## src/rtl/atm_disp_pkg.sv

```systemverilog
// Shared constants and the 7-segment pattern table for the ATM display scanner.
// Segment order is {g,f,e,d,c,b,a}, active-low (common-anode).
package atm_disp_pkg;

  localparam logic [6:0] SEG_BLANK = 7'h7F;
  localparam logic [6:0] SEG_DASH  = 7'h3F;

  localparam logic [3:0] DIG_DASH  = 4'hA;
  localparam logic [3:0] DIG_BLANK = 4'hF;

  // Entry n is the pattern for decimal digit n (entry 0 is the rightmost field).
  localparam logic [9:0][6:0] SEG_TABLE = {
    7'h10, 7'h00, 7'h78, 7'h02, 7'h12,
    7'h19, 7'h30, 7'h24, 7'h79, 7'h40
  };

endpackage

```

## src/rtl/atm_display_scanner_bcd_to_seg.sv

```systemverilog
// Combinational BCD nibble to active-low 7-segment decoder.
// 0-9 are digits, DIG_DASH is a dash, and every other code is blank.
module bcd_to_seg
  import atm_disp_pkg::*;
(
  input  logic [3:0] digit_i,
  output logic [6:0] seg_o
);

  always_comb begin
    seg_o = SEG_BLANK;
    if (digit_i <= 4'd9)          seg_o = SEG_TABLE[digit_i];
    else if (digit_i == DIG_DASH) seg_o = SEG_DASH;
  end

endmodule

```

## src/rtl/atm_display_scanner.sv

```systemverilog
// Double-buffered, time-multiplexed 7-segment scanner for the ATM display.
// Optional leading-zero blanking: define ATM_DISP_LEAD_ZERO_BLANK_EN.
module atm_display_scanner
  import atm_disp_pkg::*;
#(
  parameter int DIGITS      = 4,
  parameter int REFRESH_DIV = 100000
) (
  input  logic                  clk,
  input  logic                  rst,
  input  logic                  en,
  input  logic [4*DIGITS-1:0]   dataIn,
  output logic [DIGITS-1:0]     an,
  output logic [6:0]            seg,
  output logic                  frame_done,
  output logic                  pending
);

  localparam int CW = $clog2(REFRESH_DIV);
  localparam int IW = $clog2(DIGITS);
  localparam int DW = 4*DIGITS;

  logic [CW-1:0]     cnt_q, cnt_d;
  logic [IW-1:0]     idx_q, idx_d;
  logic [DW-1:0]     disp_q, disp_d;
  logic [DW-1:0]     pbuf_q, pbuf_d;
  logic              pend_q, pend_d;
  logic              fd_q;
  logic [DIGITS-1:0] an_q, an_d;
  logic [6:0]        seg_q, seg_d;

  logic              cnt_tc, idx_last, boundary;
  logic [3:0]        nib, nib_eff;

  assign cnt_tc   = (cnt_q == CW'(REFRESH_DIV-1));
  assign idx_last = (idx_q == IW'(DIGITS-1));
  assign boundary = cnt_tc & idx_last;

  always_comb begin
    cnt_d  = cnt_q + CW'(1);
    idx_d  = idx_q;
    disp_d = disp_q;
    pbuf_d = pbuf_q;
    pend_d = pend_q;
    if (cnt_tc) begin
      cnt_d = '0;
      idx_d = idx_last ? '0 : idx_q + IW'(1);
    end
    // A load on the boundary cycle bypasses the pending buffer entirely.
    if (boundary) begin
      if (en)          disp_d = dataIn;
      else if (pend_q) disp_d = pbuf_q;
      pend_d = 1'b0;
    end else if (en) begin
      pbuf_d = dataIn;
      pend_d = 1'b1;
    end
  end

  assign nib = disp_q[4*idx_q +: 4];

`ifdef ATM_DISP_LEAD_ZERO_BLANK_EN
  logic [DIGITS-1:0] lz_mask;
  logic              seen_nz;

  // Walk from the top digit down; zeros above the first non-zero are blanked.
  always_comb begin
    lz_mask = '0;
    seen_nz = 1'b0;
    for (int i = DIGITS-1; i >= 1; i--) begin
      if (disp_q[4*i +: 4] != 4'h0) seen_nz = 1'b1;
      lz_mask[i] = ~seen_nz;
    end
  end

  assign nib_eff = lz_mask[idx_q] ? DIG_BLANK : nib;
`else
  assign nib_eff = nib;
`endif

  bcd_to_seg u_dec (
    .digit_i (nib_eff),
    .seg_o   (seg_d)
  );

  assign an_d = ~({{(DIGITS-1){1'b0}}, 1'b1} << idx_q);

  always_ff @(posedge clk) begin
    if (rst) begin
      cnt_q  <= '0;
      idx_q  <= '0;
      disp_q <= '0;
      pbuf_q <= '0;
      pend_q <= 1'b0;
      fd_q   <= 1'b0;
      an_q   <= '1;
      seg_q  <= SEG_BLANK;
    end else begin
      cnt_q  <= cnt_d;
      idx_q  <= idx_d;
      disp_q <= disp_d;
      pbuf_q <= pbuf_d;
      pend_q <= pend_d;
      fd_q   <= boundary;
      an_q   <= an_d;
      seg_q  <= seg_d;
    end
  end

  assign an         = an_q;
  assign seg        = seg_q;
  assign frame_done = fd_q;
  assign pending    = pend_q;

endmodule

```

## config.mk

```make
export PLATFORM = sky130hd
export DESIGN_NAME = atm_display_scanner
export DESIGN_NICKNAME = d
export VERILOG_FILES = /design/src/rtl/atm_disp_pkg.sv /design/src/rtl/atm_display_scanner_bcd_to_seg.sv /design/src/rtl/atm_display_scanner.sv
export SDC_FILE = /design/constraint.sdc
export NUM_CORES = 1
export LEC_CHECK = 0
export CORE_MARGIN = 4
export CORE_UTILIZATION = 50
export DETAILED_ROUTE_END_ITERATION = 8
export PLACE_DENSITY = 0.71
export SYNTH_ARGS = -nofsm -noshare
export SYNTH_HDL_FRONTEND = slang
export SYNTH_HIERARCHICAL = 1
export SYNTH_SLANG_ARGS = --single-unit
export TNS_END_PERCENT = 5
```

## constraint.sdc

```tcl
create_clock -name clk -period 2.3 [get_ports clk]
set_input_delay 0.69 -clock clk [delete_from_list [all_inputs] [get_ports clk]]
set_output_delay 0.69 -clock clk [all_outputs]
set_load 0.05 [all_outputs]
```

==> key figures <==
Synth
  – Synthesized instance count: 330
  – Top cell type by total area after synthesis: dfxtp_1
  – Proportion of synthesized area in mux cells: 0.186
  – Post-synthesis xor/xnor area fraction: 0.0358
  – Simple-Gate Fraction of Synth Area: 0.257
  – Count leader, synth: dfxtp_1
  – Distinct cell type count after synthesis: 42
  – Synth Area in Compound Gates: 0.0378
  – Top cells by area, synth: dfxtp_1, mux2i_1, nand2b_1
  – Post-synth top area share: 0.403
  – Largest family of logic cells by synthesized area: simple AND/OR/NAND/NOR gates
  – Syn. warnings: 6
  – Async set-reset flop share out of synthesis: 0
  – EDFF count, synth: 0
  – Post-Synth Adder-Cell Area: 0.0394
  – Syn_nets: 359
  – Mapped Area: 3180 sq um
  – Post-synthesis sequential area ratio: 0.403
  – Dominant synthesized flop cell: dfxtp_1
  – Syn_area_per_cell: 9.63 sq um
  – Yosys reg bits: 64
  – Synth cell count leaders: dfxtp_1, nand2b_1, nor2_1

Routing
  – Total Routed Length: 5.92 mm
  – DR iter-0 viols: 88
  – Routed via count: 2326
  – DRC viols: 0
  – Vias per cell: 5.18
  – Routed wire length per instance: 13.2 um
  – DRT antenna net count: 0
  – Drt pass-1 iters: 4

Setup path
  – Crit path max fanout: 2
  – CP Class: flop to output pin
  – CP cell instances: clkdlybuf4s50_1
  – Crit path max-delay family: buffers and inverters
  – CP Launch Type: flop
  – CP max stage delay: 0.81 ns
  – FF-to-FF setup slack: 0.10 ns
  – Req. time, crit path: 1.61 ns
  – CP arrival: 1.52 ns
  – Crit. End Element: output pin
  – CP max-delay cell: clkdlybuf4s50_1
  – Worst Path Buf+Inv: 1

Min path
  – Worst min path class: flop to flop

Global route
  – Initial antenna violation count: 0
  – Largest net degree at the start of global routing: 48
  – Total track usage: 0.170
  – GRT Residual Overflow: 0
  – Vias in the first global route: 2237
  – Global-route wire length before repair: 10.2 mm

CTS
  – PostCTS Resize Cnt: 0
  – H-tree Lvls: 3
  – Reg clk slew, reported paths: 0.07 ns
  – CTS tree: yes
  – Setup Fix Bufs, Post-CTS: 0
  – Clk sinks: 64
  – CTS Hold Buffers Added: 0
  – Clk Latency, worst-skew pair: 0.34 ns
  – Clock root cell: clkbuf_8
  – CTS Buf Count: 9
  – Max Root-Sink Buffers: 2

Floorplan
  – Num ports: 32
  – Die height: 87.7 um
  – Rows: 28
  – Starting Density: 0.525
  – Die area: 7700 sq um
  – Core Region: 6060 sq um
  – Chip width: 87.7 um

STA
  – Final Hold Fails: 0
  – Worst slew pin tran: 0.497 ns
  – Setup ws final: 0.0908 ns
  – Period utilization: 0.961
  – Worst Skew: 0.00650 ns
  – Period minus WS final: 2.21 ns
  – Count of final setup violators: 0
  – Relative slew slack: 0.667
  – Count of final max-slew check failures: 0
  – Achievable Freq: 0.453 GHz
  – RSZ-0062 raised after global routing: false

Layout
  – P&R area growth vs syn: 21.3%
  – Layout Nets: 399
  – Filler instances: 525
  – Final Non-Filler Cells: 449
  – ANT cells: 0
  – Share of cells above drive strength 1: 0.171

Power and ir drop
  – Leakage: 1.53 nW
  – Net Switching: 539 uW
  – Clock power share: 0.407
  – Max IR drop VDD: 0.559 mV
  – Internal Power: 1.76 mW
  – Pwr/cell area: 596 nW/um^2
  – Sequential Power Share: 0.502
  – Combinational power share: 0.091
  – Switching share of power: 0.235

Placed design
  – RD Place Congestion: 0.890
  – DPL Wire Length: 4.14 mm
  – Post-Place Cells: 433
  – Port Buf Inserts: 31
  – Place WS: 0.00515 ns

Job
  – Max Cap Viol: 0

Run status
  – Status: complete, no violations
## power groups by stage
stage / clock (mW) / sequential (mW) / combinational (mW)
finish: 0.935 / 1.15 / 0.210
global route: 1.01 / 1.16 / 0.232
CTS: 0.962 / 1.15 / 0.214
detailed placement: 0 / 1.18 / 0.213
global placement: 0 / 1.18 / 0.209
floorplan: 0 / 1.20 / 0.106
## path summary, 6_finish.rpt
kind | startpoint | cells after the start | end
max | pending | 1 | pending
min | pbuf_q[7] | 2 | pbuf_q[7]
max reg2reg | cnt_q[14] | 5 | disp_q[2]
min reg2reg | pbuf_q[7] | 2 | pbuf_q[7]
## area by class of cell
type                    count  area (sq um)  area share
clock inverters             4          45.0      0.0117
well taps                  75          93.8      0.0243
flip-flops and latches     64          1280       0.332
repair buffers             48           470       0.122
inverters                  12          45.0      0.0117
clock buffers              11           141      0.0367
multi-input cells         235          1780       0.462
## logic make-up after synthesis
| family | Yosys count |
|---|---|
| AND/OR/NAND/NOR | 141 |
| flip-flops | 64 |
| multiplexers | 52 |
| buffers and inverters | 31 |
| AO/OA/AOI/OAI | 19 |
| XOR/XNOR | 13 |
| adder cells (fa/ha/maj) | 10 |
## state kept, by name (all words and copies together) (netlist names)
name	cells
disp_q	16
idx_q	2
seg	7
cnt_q	17
pending	1
frame_done	1
pbuf_q	16
an	4
## metal layers
metal  up-vias  part of all wire  GRT usage  routed length (um)
li1       1201                 -          -                   -
met1      1063              0.48      0.217                2840
met2        53              0.46      0.268                2690
met3         9             0.053     0.0640                 312
met4         0             0.012     0.0516                  69
met5         -                 0          0                   0
## through the flow
step / area [sq um] / util / hold slack, ns / TNS, ns / total power, mW
6_report: 3860 / 0.636 / 0.474 / 0 / 2.30
5_1_grt: 3860 / 0.636 / 0.497 / 0 / 2.40
4_1_cts: 3850 / 0.635 / 0.480 / 0 / 2.33
3_5_place_dp: 3660 / 0.604 / 0.465 / 0 / 1.39
3_3_place_gp: 3660 / 0.604 / 0.456 / 0 / 1.39
2_1_floorplan: 3190 / - / 0.441 / -0.236 / 1.31
## placed cells by master, fill, tap and decap left out, types with 2 or more instances in the layout
cell type,count
xnor2_1,9
nor3_1,4
nor2b_1,17
xor2_1,4
clkdlybuf4s50_1,30
o21ai_0,5
nor4_1,4
nor2_1,35
or2_2,7
buf_12,3
nand4_1,7
nand2_1,4
ha_1,10
a21oi_1,5
or3_1,4
mux2_2,16
or3b_1,2
nand3_1,7
o21bai_1,2
or4b_1,2
inv_1,12
nor3b_1,2
mux2i_1,32
nand2b_1,37
buf_4,14
dfxtp_1,64
mux4_2,4
clkbuf_8,10
clkinv_2,3
Power figures use the tool's default switching activity.
